`config.mk`:
```
export PLATFORM = sky130hd
export DESIGN_NAME = alu_cmd_sequencer
export DESIGN_NICKNAME = d
export VERILOG_FILES = /design/src/rtl/alu_cmd_sequencer.sv
export SDC_FILE = /design/constraint.sdc
export NUM_CORES = 1
export LEC_CHECK = 0
export ABC_AREA = 1
export CAP_MARGIN = 5
export CORE_UTILIZATION = 50
export DETAILED_ROUTE_END_ITERATION = 10
export HOLD_SLACK_MARGIN = 0.06
export PLACE_DENSITY = 0.81
export SYNTH_ARGS = -nofsm -noshare
export SYNTH_HDL_FRONTEND = slang
export SYNTH_SLANG_ARGS = --single-unit
```
`constraint.sdc`:
```
create_clock -name clk -period 7.37 [get_ports clk]
set_input_delay 2.211 -clock clk [delete_from_list [all_inputs] [get_ports clk]]
set_output_delay 2.211 -clock clk [all_outputs]
set_load 0.05 [all_outputs]
```
`src/rtl/alu_cmd_sequencer.sv`:
```
// Command sequencer driving a 16-bit combinational ALU: operand fetch, settle wait, capture, writeback, response.
// Optional sticky overflow flag with sticky_clr input, enabled by defining STICKY_OVF_EN.
module alu_cmd_sequencer #(
    parameter int N      = 16,
    parameter int M      = 4,
    parameter int NREG   = 4,
    parameter int SETTLE = 2,
    localparam int IW    = (NREG > 1) ? $clog2(NREG) : 1
) (
    input  logic          clk,
    input  logic          rst,
    input  logic          cmd_valid,
    output logic          cmd_ready,
    input  logic          cmd_load,
    input  logic [M-1:0]  cmd_mode,
    input  logic [IW-1:0] cmd_srca,
    input  logic [IW-1:0] cmd_srcb,
    input  logic [IW-1:0] cmd_dst,
    input  logic          cmd_cin,
    input  logic [N-1:0]  cmd_imm,
    output logic [N-1:0]  alu_a,
    output logic [N-1:0]  alu_b,
    output logic          alu_cin,
    output logic [M-1:0]  alu_mode,
    input  logic [N-1:0]  alu_y,
    input  logic          alu_cout,
    input  logic          alu_ovf,
    output logic          res_valid,
    input  logic          res_ready,
    output logic [N-1:0]  res_data,
    output logic          res_cout,
    output logic          res_ovf
`ifdef STICKY_OVF_EN
    ,
    output logic          sticky_ovf,
    input  logic          sticky_clr
`endif
);

    typedef enum logic [1:0] {IDLE, DRIVE, CAPTURE, RESP} state_t;

    state_t          state_q, state_d;
    logic [3:0]      cnt_q, cnt_d;
    logic [IW-1:0]   dst_q, dst_d;
    logic [N-1:0]    alu_a_q, alu_a_d, alu_b_q, alu_b_d;
    logic            alu_cin_q, alu_cin_d;
    logic [M-1:0]    alu_mode_q, alu_mode_d;
    logic [N-1:0]    res_data_q, res_data_d;
    logic            res_cout_q, res_cout_d, res_ovf_q, res_ovf_d;
    logic [N-1:0]    rf_q [NREG];
    logic            rf_we;
    logic [IW-1:0]   rf_waddr;
    logic [N-1:0]    rf_wdata;
    logic            flags_pass;

    // Only the arithmetic modes drive Cout/Overflow meaningfully.
    assign flags_pass = (alu_mode_q == M'(4)) || (alu_mode_q == M'(5));

    always_comb begin
        state_d    = state_q;
        cnt_d      = cnt_q;
        dst_d      = dst_q;
        alu_a_d    = alu_a_q;
        alu_b_d    = alu_b_q;
        alu_cin_d  = alu_cin_q;
        alu_mode_d = alu_mode_q;
        res_data_d = res_data_q;
        res_cout_d = res_cout_q;
        res_ovf_d  = res_ovf_q;
        rf_we      = 1'b0;
        rf_waddr   = dst_q;
        rf_wdata   = alu_y;
        case (state_q)
            IDLE: begin
                if (cmd_valid) begin
                    if (cmd_load) begin
                        rf_we      = 1'b1;
                        rf_waddr   = cmd_dst;
                        rf_wdata   = cmd_imm;
                        res_data_d = cmd_imm;
                        res_cout_d = 1'b0;
                        res_ovf_d  = 1'b0;
                        state_d    = RESP;
                    end else begin
                        alu_a_d    = rf_q[cmd_srca];
                        alu_b_d    = rf_q[cmd_srcb];
                        alu_cin_d  = cmd_cin;
                        alu_mode_d = cmd_mode;
                        dst_d      = cmd_dst;
                        cnt_d      = 4'(SETTLE - 1);
                        state_d    = DRIVE;
                    end
                end
            end
            DRIVE: begin
                if (cnt_q == 4'd0) state_d = CAPTURE;
                else               cnt_d   = cnt_q - 4'd1;
            end
            CAPTURE: begin
                rf_we      = 1'b1;
                res_data_d = alu_y;
                res_cout_d = flags_pass & alu_cout;
                res_ovf_d  = flags_pass & alu_ovf;
                state_d    = RESP;
            end
            RESP: begin
                if (res_ready) state_d = IDLE;
            end
            default: state_d = IDLE;
        endcase
    end

    always_ff @(posedge clk or posedge rst) begin
        if (rst) begin
            state_q    <= IDLE;
            cnt_q      <= '0;
            dst_q      <= '0;
            alu_a_q    <= '0;
            alu_b_q    <= '0;
            alu_cin_q  <= 1'b0;
            alu_mode_q <= '0;
            res_data_q <= '0;
            res_cout_q <= 1'b0;
            res_ovf_q  <= 1'b0;
        end else begin
            state_q    <= state_d;
            cnt_q      <= cnt_d;
            dst_q      <= dst_d;
            alu_a_q    <= alu_a_d;
            alu_b_q    <= alu_b_d;
            alu_cin_q  <= alu_cin_d;
            alu_mode_q <= alu_mode_d;
            res_data_q <= res_data_d;
            res_cout_q <= res_cout_d;
            res_ovf_q  <= res_ovf_d;
        end
    end

    // Register file must clear on reset, so it is built from flops rather than RAM.
    for (genvar gi = 0; gi < NREG; gi++) begin : g_rf
        always_ff @(posedge clk or posedge rst) begin
            if (rst)                                  rf_q[gi] <= '0;
            else if (rf_we && (rf_waddr == IW'(gi)))  rf_q[gi] <= rf_wdata;
        end
    end

`ifdef STICKY_OVF_EN
    logic sticky_q, sticky_d;
    always_comb begin
        sticky_d = sticky_q;
        if (sticky_clr)                                        sticky_d = 1'b0;
        else if ((state_q == CAPTURE) && flags_pass && alu_ovf) sticky_d = 1'b1;
    end
    always_ff @(posedge clk or posedge rst) begin
        if (rst) sticky_q <= 1'b0;
        else     sticky_q <= sticky_d;
    end
    assign sticky_ovf = sticky_q;
`endif

    assign cmd_ready = (state_q == IDLE);
    assign res_valid = (state_q == RESP);
    assign alu_a     = alu_a_q;
    assign alu_b     = alu_b_q;
    assign alu_cin   = alu_cin_q;
    assign alu_mode  = alu_mode_q;
    assign res_data  = res_data_q;
    assign res_cout  = res_cout_q;
    assign res_ovf   = res_ovf_q;

endmodule

```
Word-level counts from Yosys, hierarchy flattened
Cells that the tools add are included.
Widths: inputs -> output; s select.
{ "classes": {"n_addsub": 1, "n_lt_le_gt_ge": 2, "eq_ne": 14, "mux": 31, "bitwise_logic": 5, "n_reduce_logical": 14} }
{ "ops": {"columns": ["op", "count"], "rows": [
  ["$mux 16", 9],
  ["$bmux 16 s2", 2],
  ["$pmux 16 s2", 1],
  ["$mux 2", 7],
  ["$mux 4", 3],
  ["$reduce_and 3->1", 3],
  ["$eq 2x2->1 const B", 4],
  ["$eq 4x3->1 const B", 2],
  ["$ne 2x2->1 const B", 4],
  ["$pmux 2 s4", 1],
  ["$pmux 4 s2", 1],
  ["$ge 3x3->1 const B", 2],
  ["$not 2->3", 2],
  ["$pmux 1 s2", 3],
  ["$eq 2x1->1 const B", 2],
  ["$logic_and 1x1->1", 4],
  ["$logic_not 2->1", 2],
  ["$logic_not 4->1", 1],
  ["$mux 1", 4],
  ["$ne 2x1->1 const B", 2],
  ["$reduce_and 4->1", 1],
  ["$reduce_bool 2->1", 2],
  ["$sub 4x1->4 const B", 1],
  ["$and 1x1->1", 2],
  ["other kinds (2)", 2]
]} }
{ "word_totals": {"register_bits": 127, "word_cells": 81} }

Logic depth before layout (Yosys ltp)
{ "depth": {"word_depth": 5, "depth_mapped": 10, "depth_no_buf": 8} }

Worst setup path after synthesis
OpenSTA, ideal clock, no wires.
{ "synth_timing": {"kind": "reg-to-output", "startpoint": "register state_q[0]", "endpoint": "output port cmd_ready", "arrival_time_ps": 1079, "required_ps": 5159, "setup_slack_ps": 4080, "path_stages_with_launch": 3, "path_buffers": 0, "path_cell_list": "dfrtp_1 -> inv_1 -> ha_1"} }
{ "synth_between": {"elab_chain_cells": 1} }
{ "synth_rtl": {"columns": ["item", "line", "source"], "rows": [
  ["from (decl)", "42", "state_t state_q, state_d;"],
  ["from (signal assigned)", "126", "state_q <= state_d;"],
  ["$logic_not 2->1", "161", "assign cmd_ready = (state_q == IDLE);"],
  ["to (decl)", "13", "output logic cmd_ready,"]
]} }
Every way passes these cells.

Worst setup path after layout
Same ends and word-level chain as after synthesis.

==> flow_summary.yaml <==
outcome:
  status: "finished, final reports clean"
grt:
  grt_pass1_vias: 5605
  overflow: 0
  grt_max_degree: 65
  groute.usage.overall_pct: 25.6
  grt_pass1_wl_mm: 28.6
  antenna_found_initial: 0
layout:
  layout.nets: 1038
  final_core_util_pct: 63.2
  drive_gt1_share_pct: 6.14
  area_growth_pct: 23.2
  nFillCells: 1143
  antenna_cells: 0
setup_path:
  crit_required_ns: 5.16
  crit_arrival_ns: 2.15
  path_class: "flop to primary output"
  crit_buf_inv: 2
  end_kind: "primary output"
  cp_slowest_stage_delay_ns: 0.86
  worstSetupStartpointType: "flop"
  cp_cell_sequence: "inv_1 -> ha_1 -> clkdlybuf4s50_1"
  cpMaxStageDelayCell: "clkdlybuf4s50_1"
  critPathTopFamily: "buffers and inverters"
  crit_fanout: 5
sta:
  tightest_slew_ns: 1.26
  drv_slew: 0
  fin_crit_ns: 4.36
  hold_slack_ns: 0.472
  rsz0062_at_grt: "no"
  fin_tns_setup_ns: 0
  timing.fmax_ghz: 0.229
  period_share_pct: 59.2
  hold_viol: 0
  slew_headroom_pct: 15.9
  skew_ns: 0.0110
  setup_viol: 0
clock_tree:
  clock-sinks: 127
  clock_latency_ns: 0.42
  post_cts_resize_count: 0
  clockBufferDepth: 2
  cts-root-buf: "clkbuf_16"
  cts_made_buffers: 17
  path_clk_slew_ns: 0.06
  ctsHoldBuffers: 0
  cts.htree.levels: 4
  cts_setup_buffers: 0
  cts_tree: "built"
power_and_ir_drop:
  vdd_drop_max_mv: 0.404
  p_int_uw: 2160
  power.share.sequential_pct: 30.7
  comb_power_share_pct: 47.9
  clockPowerShare_pct: 21.4
  p_switching_uw: 1870
  switching_share_pct: 46.4
  p_leak_uw: 0.00427
  power_density_mw_per_mm2: 479
die:
  start_util_pct: 51.3
  num_io_pins: 107
  fp.dieW_um: 119
  coreArea_mm2: 0.0133
  placementRows: 42
  dieHeight_um: 119
  die-area_mm2: 0.0141
synth:
  synth_fp_nets: 966
  ys_types: 28
  postSynthCellCount: 908
  syn_area_per_cell_um2: 7.51
  seq_area_frac_synth_pct: 46.6
  synth-warning-count: 0
  ys_ff_latch: 127
  synthesis.area_mm2: 0.00682
run:
  drv_cap: 0
placed_design:
  hpwl_mm: 11.1
  io_buffer_count: 106
  gp_congestion: 0.816
route:
  vias: 6171
  antenna_left: 0
  drtIter0Drc: 584
  drc: 0
  wl_mm: 16.6
  drt-wirelength-per-cell_um: 14.2
  dr.pass1.iters: 5
  routed_via_density: 5.28
min_path:
  hold_class: "flop to flop"
==> tightest hold or removal path, delay by kind of cell (launching register included) <==
family | cells | cell delay (ns)
flops | 1 | 0.34
simple gates | 2 | 0.10
==> sequential cells by signal, indices dropped and copies added (netlist names), 2 cells and up <==
register and flops:
dst_q 2, alu_mode 4, res_data 16, alu_a 16, alu_b 16, state_q 2
rf_q 64, cnt_q 4
==> layout make-up <==
class,count,area [um^2],share of cell area (%)
repair buffers,110,1080,12.9
clock inverters,15,181,2.16
well taps,176,220,2.62
clock buffers,17,425,5.06
multi-input cells,658,3070,36.5
inverters,66,250,2.98
flip-flops and latches,127,3180,37.8
==> layer usage <==
layer / GRT usage (%) / share of wire (%) / up-vias
met2: 36.2 / 42 / 248
li1: - / - / 3068
met5: 0 / 0 / -
met4: 7.44 / 1.4 / 0
met3: 5.22 / 7.2 / 22
met1: 39.4 / 49 / 2833
==> cell usage after synthesis <==
master | instances | share of area, %
o21ai_0 | 68 | 5.0
or2_2 | 1 | 0.092
inv_2 | 2 | 0.11
o21bai_4 | 1 | 0.28
buf_4 | 3 | 0.33
buf_2 | 23 | 1.7
nand2_1 | 393 | 22
nand3_1 | 70 | 5.1
a21oi_1 | 32 | 2.3
o211ai_1 | 32 | 3.5
nor2_2 | 2 | 0.18
nand4_1 | 5 | 0.46
nor2_4 | 2 | 0.33
nand3b_1 | 1 | 0.11
nand3_4 | 1 | 0.26
buf_1 | 7 | 0.39
nand2_2 | 3 | 0.28
or2_1 | 1 | 0.092
o21ai_1 | 24 | 1.8
inv_1 | 64 | 3.5
nor2_8 | 2 | 0.59
ha_1 | 8 | 1.5
nand2_4 | 4 | 0.66
dfrtp_1 | 127 | 47
buf_6 | 10 | 1.7
nand3_2 | 4 | 0.59
clkbuf_1 | 14 | 0.77
nor2_1 | 4 | 0.22
==> power groups by stage <==
stage	Clock, uW	Combinational (uW)	Sequential [uW]
after global placement	0	1880	1230
after global routing	908	2120	1270
final	863	1930	1240
after CTS	873	1930	1230
after floorplan	0	977	1660
after detailed placement	0	1920	1240
==> cell families (layout without fill, tap and decap cells) <==
logic type | after synthesis | after routing | share of synthesized area [%]
simple gates | 493 | 493 | 30.6
compound gates | 157 | 157 | 12.9
flops | 127 | 127 | 46.6
buf+inv | 123 | 208 | 8.45
fa+ha+maj | 8 | 8 | 1.47
==> placed cells by master, fill, tap and decap left out, types with 3 or more instances in the layout <==
| cell | netlist | final |
|---|---|---|
| nand2_1 | 393 | 393 |
| dfrtp_1 | 127 | 127 |
| clkdlybuf4s50_1 | 0 | 104 |
| nand3_1 | 70 | 70 |
| o21ai_0 | 68 | 68 |
| inv_1 | 64 | 63 |
| a21oi_1 | 32 | 32 |
| o211ai_1 | 32 | 32 |
| o21ai_1 | 24 | 24 |
| clkbuf_16 | 0 | 17 |
| ha_1 | 8 | 8 |
| nand4_1 | 5 | 5 |
| inv_6 | 0 | 5 |
| nand2_4 | 4 | 4 |
| nand3_2 | 4 | 4 |
| nor2_1 | 4 | 4 |
| buf_4 | 3 | 4 |
| nand2_2 | 3 | 3 |
| bufinv_16 | 0 | 3 |
| clkinv_2 | 0 | 3 |
==> path summary, 6_finish.rpt <==
check	slack [ns]	endpoint	start	cells past startpoint
max	3.01	cmd_ready	state_q[0]$_DFFE_PP0P_	3
min	0.47	alu_cin$_DFFE_PP0P_	alu_cin$_DFFE_PP0P_	2
max reg2reg	4.68	rf_q[17]$_DFFE_PP0P_	state_q[0]$_DFFE_PP0P_	8
min reg2reg	0.47	alu_cin$_DFFE_PP0P_	alu_cin$_DFFE_PP0P_	2
max in group asynchronous	4.23	rf_q[44]$_DFFE_PP0P_	rst	3
min in group asynchronous	2.17	alu_b[6]$_DFFE_PP0P_	rst	2
==> through the flow <==
stage                     area, um^2  power (uW)  setup slack, ns  std cells
after floorplan                 6820        2640             1.77        908
after global placement          7800        3110             2.75       1137
after detailed placement        7800        3160             2.66       1137
after CTS                       8400        4030             2.99       1169
after global routing            8400        4300             2.83       1169
final                           8400        4030             3.01       1169
Power figures use the tool's default switching activity.
